File: src/rtl/collatz_pkg.sv
// Shared constants for the Collatz core, result FIFO and the I/O byte mux.
// Field widths, rd_sel byte encodings and status byte layout live here.
package collatz_pkg;

  localparam int SEED_BITS = 16;
  localparam int OLEN_BITS = 16;
  localparam int PLEN_BITS = 16;

  localparam logic [2:0] SEL_SEED_L = 3'd0;
  localparam logic [2:0] SEL_SEED_H = 3'd1;
  localparam logic [2:0] SEL_ORB_L  = 3'd2;
  localparam logic [2:0] SEL_ORB_H  = 3'd3;
  localparam logic [2:0] SEL_REC_L  = 3'd4;
  localparam logic [2:0] SEL_REC_H  = 3'd5;
  localparam logic [2:0] SEL_STATUS = 3'd6;
  localparam logic [2:0] SEL_ZERO   = 3'd7;

  localparam int ST_OVF   = 7;
  localparam int ST_FULL  = 6;
  localparam int ST_EMPTY = 5;

  function automatic logic [7:0] status_byte(
    input logic       ovf,
    input logic       is_full,
    input logic       is_empty,
    input logic [3:0] cnt
  );
    logic [7:0] s;
    s           = 8'h00;
    s[ST_OVF]   = ovf;
    s[ST_FULL]  = is_full;
    s[ST_EMPTY] = is_empty;
    s[3:0]      = cnt;
    return s;
  endfunction

endpackage

File: src/rtl/collatz_fifo_mem.sv
// Result storage: DEPTH x WIDTH register array,
// one synchronous write port and one asynchronous read port.
module collatz_fifo_mem #(
  parameter int DEPTH = 4,
  parameter int WIDTH = 48
) (
  input  logic                     clk,
  input  logic                     we,
  input  logic [$clog2(DEPTH)-1:0] waddr,
  input  logic [WIDTH-1:0]         wdata,
  input  logic [$clog2(DEPTH)-1:0] raddr,
  output logic [WIDTH-1:0]         rdata
);

  logic [WIDTH-1:0] mem [DEPTH];

  always_ff @(posedge clk) begin
    if (we) mem[waddr] <= wdata;
  end

  assign rdata = mem[raddr];

endmodule

File: src/rtl/collatz_result_fifo.sv
// Buffers finished Collatz runs for byte-serial host readout.
// Never stalls the core: results arriving while full are dropped and flagged.
module collatz_result_fifo
  import collatz_pkg::*;
#(
  parameter int DEPTH     = 4,
  parameter int SEED_BITS = collatz_pkg::SEED_BITS,
  parameter int OLEN_BITS = collatz_pkg::OLEN_BITS,
  parameter int PLEN_BITS = collatz_pkg::PLEN_BITS
) (
  input  logic                   clk,
  input  logic                   reset,
  input  logic                   res_valid,
  input  logic [SEED_BITS-1:0]   res_seed,
  input  logic [OLEN_BITS-1:0]   res_orbit_len,
  input  logic [PLEN_BITS-1:0]   res_path_record,
  output logic                   res_ready,
  input  logic                   rd_pop,
  input  logic [2:0]             rd_sel,
  output logic [7:0]             rd_data,
  output logic [$clog2(DEPTH):0] count,
  output logic                   full,
  output logic                   empty,
  output logic                   overflow,
  input  logic                   clr_overflow
);

  localparam int AW = $clog2(DEPTH);
  localparam int CW = AW + 1;
  localparam int EW = SEED_BITS + OLEN_BITS + PLEN_BITS;

  logic [AW-1:0] wr_ptr;
  logic [AW-1:0] rd_ptr;
  logic [EW-1:0] wr_entry;
  logic [EW-1:0] head;
  logic          push;
  logic          pop;
  logic          drop;
  logic [15:0]   h_seed;
  logic [15:0]   h_orbit;
  logic [15:0]   h_rec;
  logic [7:0]    cnt8;
  logic [7:0]    rd_next;

  assign full      = count == CW'(DEPTH);
  assign empty     = count == '0;
  assign res_ready = !full || rd_pop;
  assign push      = res_valid && res_ready;
  assign drop      = res_valid && !res_ready;
  assign pop       = rd_pop && !empty;
  assign wr_entry  = {res_seed, res_orbit_len, res_path_record};

  collatz_fifo_mem #(
    .DEPTH (DEPTH),
    .WIDTH (EW)
  ) u_mem (
    .clk   (clk),
    .we    (push),
    .waddr (wr_ptr),
    .wdata (wr_entry),
    .raddr (rd_ptr),
    .rdata (head)
  );

  // Stale array contents must not leak out while the FIFO is empty.
  assign h_seed  = empty ? 16'h0 : 16'(head[EW-1 -: SEED_BITS]);
  assign h_orbit = empty ? 16'h0 : 16'(head[PLEN_BITS +: OLEN_BITS]);
  assign h_rec   = empty ? 16'h0 : 16'(head[PLEN_BITS-1:0]);
  assign cnt8    = 8'(count);

  always_comb begin
    rd_next = 8'h00;
    case (rd_sel)
      SEL_SEED_L: rd_next = h_seed[7:0];
      SEL_SEED_H: rd_next = h_seed[15:8];
      SEL_ORB_L:  rd_next = h_orbit[7:0];
      SEL_ORB_H:  rd_next = h_orbit[15:8];
      SEL_REC_L:  rd_next = h_rec[7:0];
      SEL_REC_H:  rd_next = h_rec[15:8];
      SEL_STATUS: rd_next = status_byte(overflow, full, empty, cnt8[3:0]);
      default:    rd_next = 8'h00;
    endcase
  end

  always_ff @(posedge clk) begin
    if (reset) begin
      wr_ptr   <= '0;
      rd_ptr   <= '0;
      count    <= '0;
      overflow <= 1'b0;
      rd_data  <= 8'h00;
    end else begin
      rd_data <= rd_next;
      if (push) wr_ptr <= wr_ptr + 1'b1;
      if (pop)  rd_ptr <= rd_ptr + 1'b1;
      unique case (1'b1)
        push && !pop: count <= count + 1'b1;
        pop && !push: count <= count - 1'b1;
        default:      count <= count;
      endcase
      if (drop)              overflow <= 1'b1;
      else if (clr_overflow) overflow <= 1'b0;
    end
  end

endmodule

File: config.mk
export PLATFORM = sky130hd
export DESIGN_NAME = collatz_result_fifo
export DESIGN_NICKNAME = d
export VERILOG_FILES = /design/src/rtl/collatz_pkg.sv /design/src/rtl/collatz_fifo_mem.sv /design/src/rtl/collatz_result_fifo.sv
export SDC_FILE = /design/constraint.sdc
export NUM_CORES = 1
export LEC_CHECK = 0
export ABC_AREA = 0
export CAP_MARGIN = 0
export CORE_ASPECT_RATIO = 0.9
export CORE_MARGIN = 5
export CORE_UTILIZATION = 40
export DETAILED_ROUTE_END_ITERATION = 12
export PLACE_DENSITY_LB_ADDON = 0.2
export SLEW_MARGIN = 20
export SYNTH_ARGS = -nofsm -noshare
export SYNTH_HDL_FRONTEND = slang
export SYNTH_SLANG_ARGS = --single-unit
File: constraint.sdc
create_clock -name clk -period 2.45 [get_ports clk]
set_clock_uncertainty 0.15 [all_clocks]
set_input_delay 0.3675 -clock clk [delete_from_list [all_inputs] [get_ports clk]]
set_output_delay 0.3675 -clock clk [all_outputs]
set_load 0.1 [all_outputs]
# Yosys cells after proc, flatten, opt, wreduce, memory -nomap -nowiden
# Memories as Yosys holds them, arrays and structs flattened. A register that Yosys moved wholly into a read port is not among the register bits.
# Cells that the tools add are included.
[op_classes] n_addsub=4 n_eq_ne=7 n_mux=11 reduce_logical=15
[op_table] operator="$pmux 8 s7" count=1
[op_table] operator="$mux 16" count=3
[op_table] operator="$eq 3x3->1 const B" count=4
[op_table] operator="$eq 3x2->1 const B" count=2
[op_table] operator="$logic_not 3->1" count=2
[op_table] operator="$pmux 3 s2" count=1
[op_table] operator="$logic_and 1x1->1" count=5
[op_table] operator="$logic_not 1->1" count=5
[op_table] operator="$add 2x1->2 const B" count=2
[op_table] operator="$mux 1" count=4
[op_table] operator="$mux 2" count=2
[op_table] operator="$reduce_bool 2->1" count=2
[op_table] operator="$add 3x1->3 const B" count=1
[op_table] operator="$eq 3x1->1 const B" count=1
[op_table] operator="$sub 3x1->3 const B" count=1
[op_table] operator="$logic_or 1x1->1" count=1
[word_totals] regBits=16 mem_bits_rw=192 inputBits=56 out_inout_bits=15 elab_cells=43 n_memories=1
[memory_table] name="u_mem.mem" depth=4 word_bits=48 read_ports=1 rd_ports_with_merged_regs=1 wr=1 line_no="collatz_fifo_mem.sv:15" rtl="logic [WIDTH-1:0] mem [DEPTH];"

# Longest topological paths before layout
# Gate-level depths: netlist of the first run.
[logic_depth] depth_word=7 mapped_depth=10 depth_no_buf=9

# By module
# A second synthesis of the first run with hierarchy kept.
[hier_totals] hier_cells=375 hier_area_um2=8029.0
[modules_own_cells] module="collatz_fifo_mem" instances=1 cells_each=254 area_per_inst_um2=6949.2 seq_area_each_um2=5765.5
[modules_own_cells] module="collatz_result_fifo" instances=1 cells_each=121 area_per_inst_um2=1079.8 seq_area_each_um2=320.3

# Worst setup path before layout of the first run
# OpenSTA, ideal clock, no wires.
[synth_timing] path_type="register -> register" from="register count[0]" to="memory u_mem.mem[0][0], enable pin" setup_time_ps=410 arrival_time_ps=2755 required_ps=1890 slack_ps=-865 stages_incl_launch_ff=5 n_path_buf=1 synth_period_minus_slack_ps=3315 cell_sequence="dfxtp_1 nor4b_1 nor2b_1 clkbuf_1 and2_1"
[synth_between] elab_chain_len=6
[synth_lines] item="start, declared" line_no="collatz_result_fifo.sv:21" rtl="output logic [$clog2(DEPTH):0] count,"
[synth_lines] item="start signal, assigned" line_no="collatz_result_fifo.sv:97" rtl="push && !pop: count <= count + 1'b1;"
[synth_lines] item="start signal, assigned" line_no="collatz_result_fifo.sv:98" rtl="pop && !push: count <= count - 1'b1;"
[synth_lines] item="start signal, assigned" line_no="collatz_result_fifo.sv:99" rtl="default: count <= count;"
[synth_lines] item="$eq 3x3->1" line_no="collatz_result_fifo.sv:45" rtl="assign full = count == CW'(DEPTH);"
[synth_lines] item="$logic_not 1->1" line_no="collatz_result_fifo.sv:47" rtl="assign res_ready = !full || rd_pop;"
[synth_lines] item="$logic_or 1x1->1" line_no="collatz_result_fifo.sv:47"
[synth_lines] item="$logic_and 1x1->1" line_no="collatz_result_fifo.sv:48" rtl="assign push = res_valid && res_ready;"
[synth_lines] item="$mux 1" line_no="collatz_fifo_mem.sv:18" rtl="if (we) mem[waddr] <= wdata;"
[synth_lines] item="$mux 1 (not written as such)" line_no="collatz_fifo_mem.sv:18"
[synth_lines] item="end, declared" line_no="collatz_fifo_mem.sv:15"
# Every way passes these cells.

# Final worst setup path of the first run
[layout_timing] from="register count[0]" to="output port empty"
[layout_between] elab_chain_len=1
[layout_lines] item="$logic_not 3->1" line_no="collatz_result_fifo.sv:46" rtl="assign empty = count == '0;"
[layout_lines] item="end, declared" line_no="collatz_result_fifo.sv:23" rtl="output logic empty,"
# Every way passes these cells.

==> summary.md, run 1 <==
| Metric | Value |
|---|---|
| Status | finished, final reports clean |
| Critical Path RT | 1.93 ns |
| CTS Buf Count | 23 |
| Achievable Freq | 0.435 GHz |
| Wire per inst | 22.0 um |
| Crit Path Category | reg2out |
| Mux share of post-synthesis cell area | 0.135 |
| Crit path max fanout | 20 |
| Via density | 5.25 |
| Crit share post-route | 0.939 |
| DPL Wire Length | 11000 um |
| Global route overflow | 0 |
| Startpoint types | flip-flop |
| DIE AREA | 23300 um2 |
| Register bit total from synthesis | 210 |
| Clock tree from TritonCTS | yes |
| HP Start | res_orbit_len[15] |
| RSZ-0062 raised after global routing | no |
| Tmin final | 2.30 ns |
| Ranking of synthesized cells by area | edfxtp_1 (71%), mux4_2 (13%), dfxtp_1 (4.4%) |
| Area leader, netlist | edfxtp_1 |
| Clock transition at path regs | 0.06 ns |
| Adder-cell area share of the yosys netlist | 0.0102 |
| Worst-Margin Slew | 0.625 ns |
| Worst rel slew slack | 0.583 |
| Vias in the first global route | 4358 |
| Post-cts hold buffer count | 0 |
| Complex-gate fraction of the synthesized area | 0.0320 |
| Final setup viols | 0 |
| Max Cap Viol | 0 |
| Core area | 20000 um2 |
| Hold path cells | 1 |
| Count of cell types in the netlist | 41 |
| R2R depth | 8 |
| Leak | 0.00332 uW |
| Worst-Skew Late Latency | 0.49 ns |
| CP Capture Type | output pin |
| Via Count | 3991 |
| GRT Total Usage | 0.145 |
| Total Wirelength | 16700 um |
| Final setup margin | 0.149 ns |
| Syn avg cell area | 21.3 um2 |
| Power Density | 1000 nW/um2 |
| Setup TNS Final | 0 ns |
| Pre-antenna DRT Iters | 4 |
| Clk buf depth | 3 |
| Initial DRC Count | 273 |
| Routability cong. | 0.749 |
| Count leader, synth | edfxtp_1 |
| DRC Markers | 0 |
| Die W | 160 um |
| Post-synth ARST share | 0 |
| Number of clock sinks | 210 |
| Post-Synth Simple-Gate Area | 0.0440 |
| Worst EP arrival | 1.78 ns |
| Antenna Nets Post-Route | 0 |
| Sequential area share after synthesis | 0.754 |
| Initial core utilization | 0.407 |
| Final Hold Viols | 0 |
| Final #Nets | 551 |
| Util after Layout | 0.507 |
| Post-Synth XOR/XNOR Area | 0.00539 |
| Share of the synthesized area in the top cell type | 0.709 |
| Main flop type after synthesis | edfxtp_1 |
| CTS root buf | clkbuf_16 |
| Hold Path End | u_mem.mem[0][31]$_DFFE_PP_ |
| Hold Path Class | in2reg |
| Layout cell share with drive strength beyond 1 | 0.295 |
| Global-route wire length before repair | 26000 um |
| Post-CTS setup buffers | 0 |
| Post-cts repair resize count | 0 |
| Reg-to-reg slack, setup | 0.20 ns |
| Post-synth top cells | edfxtp_1 (192), mux4_2 (47), dfxtp_1 (18), and4b_1 (14), nor2_1 (10) |
| Pre-CTS setup slack | -0.196 ns |
| Peak supply drop | 0.602 mV |
| Pin count of the biggest net entering global routing | 41 |
| Largest family of logic cells by synthesized area | multiplexers |
| Area Overhead vs Synth | 24.6% |
| IO Pins | 71 |
| Mapped Nets | 443 |
| Pins Over Slew Limit | 0 |
| Rows | 49 |
| Die Ht | 145 um |
| Mapped cell area | 8130 um2 |
| Worst R2R End | count[2]$_SDFFE_PP0P_ |
| Inserted Diodes | 0 |
| # port buffers | 70 |
| Initial antenna violation count | 0 |
| H-Tree Depth | 1 |
| Mapped Cells | 381 |
| Syn. warnings | 0 |
| Final Hold Slack | 0.359 ns |
| Post-synth EDFFs | 192 |
| Launch point of the worst reg-to-reg path | count[0]$_SDFFE_PP0P_ |
worst max path at each step:
| stage | slack [ns] | start | to | depth (start not counted) |
|---|---|---|---|---|
| final | 0.15 | count[0]$_SDFFE_PP0P_ | empty | 3 |
| after global routing | 0.09 | count[0]$_SDFFE_PP0P_ | empty | 3 |
| after CTS | 0.12 | count[0]$_SDFFE_PP0P_ | empty | 3 |
| after detailed placement | -0.20 | rd_pop | count[2]$_SDFFE_PP0P_ | 10 |
| after global placement | -0.12 | rd_pop | count[2]$_SDFFE_PP0P_ | 10 |
| after floorplan | 0.02 | count[0]$_SDFFE_PP0P_ | count[2]$_SDFFE_PP0P_ | 10 |
sequential cells by signal, indices dropped and copies added, names as in the netlist, named ones only:
name,count
wr_ptr,2
u_mem.mem,192
count,3
overflow,1
rd_data,8
rd_ptr,2
layout by cell type (no fill, tap or decap), types with 2 or more instances in the layout:
| cell | n |
|---|---|
| nand2_1 | 2 |
| dfxtp_1 | 13 |
| xor2_1 | 3 |
| nor2b_1 | 3 |
| inv_1 | 7 |
| a21oi_1 | 5 |
| clkinv_1 | 4 |
| and3_1 | 2 |
| a22oi_1 | 7 |
| a31oi_1 | 8 |
| and4b_1 | 14 |
| clkdlybuf4s50_1 | 55 |
| xnor2_1 | 2 |
| nor4b_4 | 2 |
| ha_1 | 4 |
| clkbuf_16 | 23 |
| dfxtp_4 | 4 |
| mux4_2 | 47 |
| clkbuf_1 | 3 |
| clkinv_2 | 5 |
| buf_12 | 9 |
| bufinv_16 | 3 |
| a32oi_1 | 7 |
| and2_2 | 4 |
| buf_4 | 39 |
| a211oi_1 | 5 |
| clkinvlp_4 | 2 |
| nor2_1 | 10 |
| edfxtp_1 | 192 |
worst max-delay path, stage by stage, from the launching register on:
cell,delay [ns]
dfxtp_4,0.37
or3_4,0.50
inv_2,0.21
buf_12,0.20
power by group:
group	internal [uW]	switching [uW]	leakage, uW	total (uW)
clock network	2060	1300	0.000363	3370
logic	990	1370	0.00105	2360
registers	4260	143	0.00191	4400
total	7310	2820	0.00332	10100
final cells by class:
cell class / count / area, um2
clock buffer: 27 / 601
clock inverter: 14 / 145
fill: 1632 / 9860
inverter: 8 / 30.0
multi-input combinational: 143 / 1870
sequential: 210 / 6140
tap: 255 / 319
timing repair buffer: 103 / 1020
metrics by stage:
step	instances	total power, uW	instance area [um2]
3_5_place_dp	719	6890	9380
6_report	760	10100	10100
4_1_cts	760	10300	10100
3_3_place_gp	719	6860	9380
2_1_floorplan	381	6140	8170
5_1_grt	760	10600	10100
kinds of logic after synthesis:
group / Yosys count
xor+xnor: 5
flops: 210
mux: 49
fa+ha+maj: 6
compound gates: 36
buf+inv: 28
simple gates: 47
layer usage:
layer  global-route usage  share of wire  vias up
met5                    0              0        -
met4               0.0297          0.019        0
met3               0.0286          0.054       25
met2                0.225           0.46      110
met1                0.215           0.47     2039
li1                     -              -     1817
Power figures use the tool's default switching activity.
==> run 2, diff against run 1 <==
--- a/config.mk
+++ b/config.mk
@@ -10,6 +10,7 @@
 export CORE_ASPECT_RATIO = 0.9
 export CORE_MARGIN = 5
 export CORE_UTILIZATION = 40
+export CTS_CLUSTER_SIZE = 8
 export DETAILED_ROUTE_END_ITERATION = 12
 export PLACE_DENSITY_LB_ADDON = 0.2
 export SLEW_MARGIN = 20
==> run 2 against run 1 <==
Cell area increased by 1.3%. Power increased by 3.7%. Via count increased by 2.5%. Clock-buffer cell count increased by 27. Worst setup slack got worse by 0.056 ns. Global-route usage increased by 0.31 points. Highest routed layer unchanged. Critical path type unchanged. Die area unchanged.
==> summary.md, run 2 (synthesis results as in run 1) <==
| Metric | Value |
|---|---|
| Setup crit end | empty |
| Number of clock sinks | 210 (unchanged) |
| Post-cts hold buffer count | 0 (unchanged) |
| RSZ-0062 raised after global routing | no |
| CP Capture Type | output pin |
| Initial core utilization | 0.407 (unchanged) |
| DIE AREA | 23300 um2 (unchanged) |
| DRC Markers | 0 (unchanged) |
| Rows | 49 (unchanged) |
| Clk buf depth | 3 (unchanged) |
| Top flop regs | u_mem.mem: 192 flops, rd_data: 8 flops, count: 3 flops |
| Reg-to-reg slack, setup | 0.20 ns (about the same) |
| R2R depth | 8 (unchanged) |
| Die W | 160 um (unchanged) |
| Crit share post-route | 0.962 (+0.0227) |
| Pins Over Slew Limit | 0 (unchanged) |
| Max FFs per register | 192 (unchanged) |
| Initial antenna violation count | 0 (unchanged) |
| Crit path max fanout | 20 (unchanged) |
| H-Tree Depth | 1 (unchanged) |
| Final Hold Viols | 0 (unchanged) |
| Sw Pwr | 2950 uW (+4.6%) |
| # port buffers | 70 (unchanged) |
| Tmin final | 2.36 ns (+0.0557 ns) |
| Antenna Nets Post-Route | 0 (unchanged) |
| Peak supply drop | 0.538 mV (-11%) |
| Setup TNS Final | 0 ns (unchanged) |
| Worst R2R End | count[2]$_SDFFE_PP0P_ |
| Clock tree from TritonCTS | yes |
| Critical Path RT | 1.93 ns (about the same) |
| Die Ht | 145 um (unchanged) |
| Global-route wire length before repair | 26600 um (+2.4%) |
| Commonest non-fill, non-tap cell in the layout | edfxtp_1 |
| Vias in the first global route | 4498 (+3.2%) |
| Routability cong. | 0.749 (unchanged) |
| Leak | 0.00337 uW (+1.4%) |
| Clock Power Share | 0.355 (+0.023) |
| Crit Path Category | reg2out |
| Power Density | 1020 nW/um2 (+2.3%) |
| Via density | 5.28 (+0.50%) |
| Combinational share of power | 0.226 (-0.007) |
| Final #Nets | 558 (+1.3%) |
| Sequential share of power | 0.420 (-0.014) |
| Hold Path Class | in2reg |
| Util after Layout | 0.513 (+0.00664) |
| DP Cell Count | 719 (unchanged) |
| Post-CTS setup buffers | 0 (unchanged) |
| Final Non-Filler Cells | 775 (+2.0%) |
| Worst-Skew Late Latency | 0.54 ns (+0.05 ns) |
| Startpoint types | flip-flop |
| Wire per inst | 22.0 um (+0.25%) |
| CTS root buf | clkbuf_16 |
| Worst-Margin Slew | 0.623 ns (-0.00228 ns) |
| Layout cell share with drive strength beyond 1 | 0.283 (-0.0124) |
| CTS Buf Count | 30 (+30%) |
| Inserted Diodes | 0 (unchanged) |
| Top reg by flops | u_mem.mem |
| Achievable Freq | 0.424 GHz (-2.4%) |
| Most frequent cells in the layout | edfxtp_1 (192), clkdlybuf4s50_1 (55), mux4_2 (47), buf_4 (39), clkbuf_16 (30) |
| Pre-CTS setup slack | -0.196 ns (unchanged) |
| Final Hold Slack | 0.311 ns (-0.0482 ns) |
| DPL Wire Length | 11000 um (unchanged) |
| GRT Total Usage | 0.148 (+0.00314) |
| Clock transition at path regs | 0.05 ns (about the same) |
| Via Count | 4090 (+2.5%) |
| Total Wirelength | 17100 um (+2.2%) |
| IO Pins | 71 (unchanged) |
| Worst EP arrival | 1.84 ns (+0.06 ns) |
| Max Cap Viol | 0 (unchanged) |
| Status | finished, final reports clean |
| Core area | 20000 um2 (unchanged) |
| Pre-antenna DRT Iters | 4 (unchanged) |
| Initial DRC Count | 253 (-7.3%) |
| Pin count of the biggest net entering global routing | 41 (unchanged) |
| Final setup margin | 0.0932 ns (-0.0557 ns) |
| Sw Ratio | 0.281 (+0.00249) |
| Critical path origin | count[0]$_SDFFE_PP0P_ |
| Area Overhead vs Synth | 26.2% |
| Worst rel slew slack | 0.584 (+0.00152) |
| Launch point of the worst reg-to-reg path | count[0]$_SDFFE_PP0P_ |
| Internal power | 7550 uW (+3.3%) |
| Global route overflow | 0 (unchanged) |
| Final setup viols | 0 (unchanged) |
| Post-cts repair resize count | 0 (unchanged) |
## run 2: cell count changes in the layout (fill, tap and decap cells not counted)
cell	previous run	this run
clkbuf_8	1	0
bufinv_16	3	0
clkinvlp_4	2	1
clkbuf_1	3	24
clkinv_16	0	1
clkbuf_16	23	30
clkinv_1	4	0
clkinv_2	5	0
## run 2: critical path, stage by stage, from the launching register on
cell,delay [ns]
dfxtp_4,0.37
or3_4,0.50
inv_2,0.22
buf_12,0.21
## run 2: area by class of cell
class	instances	area, um2
tap	255	319
sequential	210	6140
multi-input combinational	143	1870
inverter	8	30.0
clock buffer	54	841
fill	1617	9730
timing repair buffer	103	1020
clock inverter	2	37.5
## run 2: worst min-delay path by stage
stage / start / cells past startpoint / end
after floorplan: res_path_record[0] / 0 / u_mem.mem[0][0]$_DFFE_PP_
after global routing: res_path_record[15] / 1 / u_mem.mem[3][15]$_DFFE_PP_
after detailed placement: rd_ptr[1]$_SDFFE_PP0P_ / 2 / flip-flop
after CTS: res_path_record[15] / 1 / u_mem.mem[3][15]$_DFFE_PP_
after global placement: rd_ptr[1]$_SDFFE_PP0P_ / 2 / flip-flop
final: res_orbit_len[12] / 1 / u_mem.mem[1][28]$_DFFE_PP_
## run 2: power groups by stage
stage | combinational, uW | clock, uW | sequential [uW]
6_report | 2370 | 3720 | 4410
5_1_grt | 2540 | 4000 | 4430
4_1_cts | 2410 | 3810 | 4410
3_5_place_dp | 2410 | 0 | 4480
3_3_place_gp | 2400 | 0 | 4460
2_1_floorplan | 1400 | 0 | 4750
## run 2: routing by layer
metal  global-route usage  up-vias  part of all wire
li1                     -     1837                 -
met1                0.214     2105              0.45
met2                0.233      125              0.48
met3               0.0278       23             0.058
met4               0.0370        0             0.016
met5                    0        -                 0
## run 2: per-stage QoR
step	area, um2	power (uW)
after floorplan	8170	6140
after global placement	9380	6860
after detailed placement	9380	6890
after CTS	10300	10600
after global routing	10300	11000
final	10300	10500
==> run 3, diff against run 2 <==
--- a/config.mk
+++ b/config.mk
@@ -9,7 +9,7 @@
 export CAP_MARGIN = 0
 export CORE_ASPECT_RATIO = 0.9
 export CORE_MARGIN = 5
-export CORE_UTILIZATION = 40
+export CORE_UTILIZATION = 43
 export CTS_CLUSTER_SIZE = 8
 export DETAILED_ROUTE_END_ITERATION = 12
 export PLACE_DENSITY_LB_ADDON = 0.2
==> run 3 against run 2 <==
First-iteration DRC count up 6.7%. Power up 0.59%. Combinational power up 3%. Sequential cell count is the same. Final cell count shrank 1.7%. Global-route usage is 1.3 points higher. Die area down 6.5%. Critical endpoint unchanged. Highest routed layer unchanged.
==> summary.md, run 3 (synthesis results as in run 1) <==
| Metric | Value |
|---|---|
| DIE AREA | 21800 um2 (-6.5%) |
| Antenna Nets Post-Route | 0 (unchanged) |
| H-Tree Depth | 1 (unchanged) |
| Tmin final | 2.28 ns (-0.0744 ns) |
| Worst-Margin Slew | 0.528 ns (-0.0946 ns) |
| Number of clock sinks | 210 (unchanged) |
| Die W | 155 um (-3.3%) |
| Post-cts hold buffer count | 0 (unchanged) |
| Pin count of the biggest net entering global routing | 49 (+20%) |
| Max Cap Viol | 0 (unchanged) |
| Max FFs per register | 192 (unchanged) |
| Post-cts repair resize count | 0 (unchanged) |
| Global-route wire length before repair | 26500 um (-0.54%) |
| DP Cell Count | 707 (-1.7%) |
| CP Capture Type | output pin |
| Initial core utilization | 0.440 (+0.0335) |
| DPL Wire Length | 11300 um (+2.5%) |
| Initial DRC Count | 270 (+6.7%) |
| Inserted Diodes | 0 (unchanged) |
| Via Count | 4177 (+2.1%) |
| GRT Total Usage | 0.161 (+0.0132) |
| Final Non-Filler Cells | 762 (-1.7%) |
| Total Wirelength | 17300 um (+1.4%) |
| Clk buf depth | 3 (unchanged) |
| Status | finished, final reports clean |
| Leak | 0.00335 uW (-0.51%) |
| Worst EP arrival | 1.76 ns (-0.08 ns) |
| Crit Path Category | reg2out |
| Clock transition at path regs | 0.05 ns (about the same) |
| Setup TNS Final | 0 ns (unchanged) |
| Fillers | 1436 (-11%) |
| Hold Path Class | in2reg |
| CTS Buf Count | 30 (unchanged) |
| Peak supply drop | 0.533 mV (-0.99%) |
| Core area | 18500 um2 (-7.6%) |
| Post-CTS setup buffers | 0 (unchanged) |
| Register area | 6140 um2 (unchanged) |
| Initial antenna violation count | 0 (unchanged) |
| Power, Total | 10600 uW (+0.59%) |
| Achievable Freq | 0.438 GHz (+3.3%) |
| DRC Markers | 0 (unchanged) |
| Routability cong. | 0.769 (+2.6%) |
| Startpoint types | flip-flop |
| Worst-Skew Late Latency | 0.53 ns (about the same) |
| Worst rel slew slack | 0.646 (+0.0620) |
| Final Hold Slack | 0.324 ns (+0.0130 ns) |
| Crit share post-route | 0.932 (-0.0304) |
| Pre-CTS setup slack | -0.189 ns (+0.00728 ns) |
| Rows | 47 (-4.1%) |
| Via density | 5.48 (+3.9%) |
| CTS root buf | clkbuf_16 |
| Power Density | 1030 nW/um2 (+1.0%) |
| Die Ht | 140 um (-3.3%) |
| Clock tree from TritonCTS | yes |
| # port buffers | 70 (unchanged) |
| Layout cell share with drive strength beyond 1 | 0.280 (-0.00223) |
| Commonest non-fill, non-tap cell in the layout | edfxtp_1 |
| Final setup viols | 0 (unchanged) |
| RSZ-0062 raised after global routing | no |
| Vias in the first global route | 4413 (-1.9%) |
| IO Pins | 71 (unchanged) |
| Multi-input gate area | 1870 um2 (unchanged) |
| Critical Path RT | 1.93 ns (about the same) |
| Top flop regs | u_mem.mem: 192 flops, rd_data: 8 flops, count: 3 flops |
| Final Hold Viols | 0 (unchanged) |
| Final setup margin | 0.168 ns (+0.0744 ns) |
| Pins Over Slew Limit | 0 (unchanged) |
| Global route overflow | 0 (unchanged) |
| Wire per inst | 22.7 um (+3.1%) |
| Final #Nets | 556 (-0.36%) |
| Crit path max fanout | 6 (-70%) |
| Top reg by flops | u_mem.mem |
| Pre-antenna DRT Iters | 5 (+1) |
| Most frequent cells in the layout | edfxtp_1 (192), clkdlybuf4s50_1 (55), mux4_2 (47), buf_4 (37), clkbuf_16 (30) |
| Area Overhead vs Synth | 25.7% |
==> run 3: cell types whose count changed in the layout (fill, tap and decap cells not counted) <==
cell,before,now
clkinv_16,1,0
clkinv_8,0,1
clkbuf_1,24,23
buf_4,39,37
==> run 3: layer usage <==
layer	track usage	vias up	wire (um)	share of wire
met3	0.0281	28	1060	0.061
li1	-	1836	-	-
met1	0.226	2164	7460	0.43
met4	0.0465	0	317	0.018
met2	0.261	149	8470	0.49
met5	0	-	0	0
==> run 3: per-stage QoR <==
| step | area, um2 | util |
|---|---|---|
| after floorplan | 8170 | - |
| after global placement | 9350 | 0.507 |
| after detailed placement | 9350 | 0.507 |
| after CTS | 10200 | 0.553 |
| after global routing | 10200 | 0.553 |
| final | 10200 | 0.553 |
==> run 3: area by class of cell <==
type / count / share of cell area
flip-flops and latches: 210 / 0.601
multi-input cells: 143 / 0.183
repair buffers: 101 / 0.0987
clock buffers: 53 / 0.0819
well taps: 245 / 0.0300
inverters: 8 / 0.00294
clock inverters: 2 / 0.00233
==> run 3: final timing paths <==
check | end | slack (ns) | depth (start not counted) | start
max | empty | 0.17 | 3 | count[0]$_SDFFE_PP0P_
min | u_mem.mem[1][15]$_DFFE_PP_ | 0.32 | 1 | res_path_record[15]
max reg2reg | count[2]$_SDFFE_PP0P_ | 0.24 | 9 | count[1]$_SDFFE_PP0P_
min reg2reg | flip-flop | 0.38 | 2 | rd_ptr[1]$_SDFFE_PP0P_
==> run 3: worst max-delay path, stage by stage (launching register included) <==
cell and delay [ns]:
dfxtp_4 0.39, or3_4 0.44, inv_2 0.20, buf_12 0.21
==> run 3: where the power goes <==
part	switching [uW]	internal, uW
clock network	1390	2280
registers	184	4270
logic	1420	1030
total	2990	7570
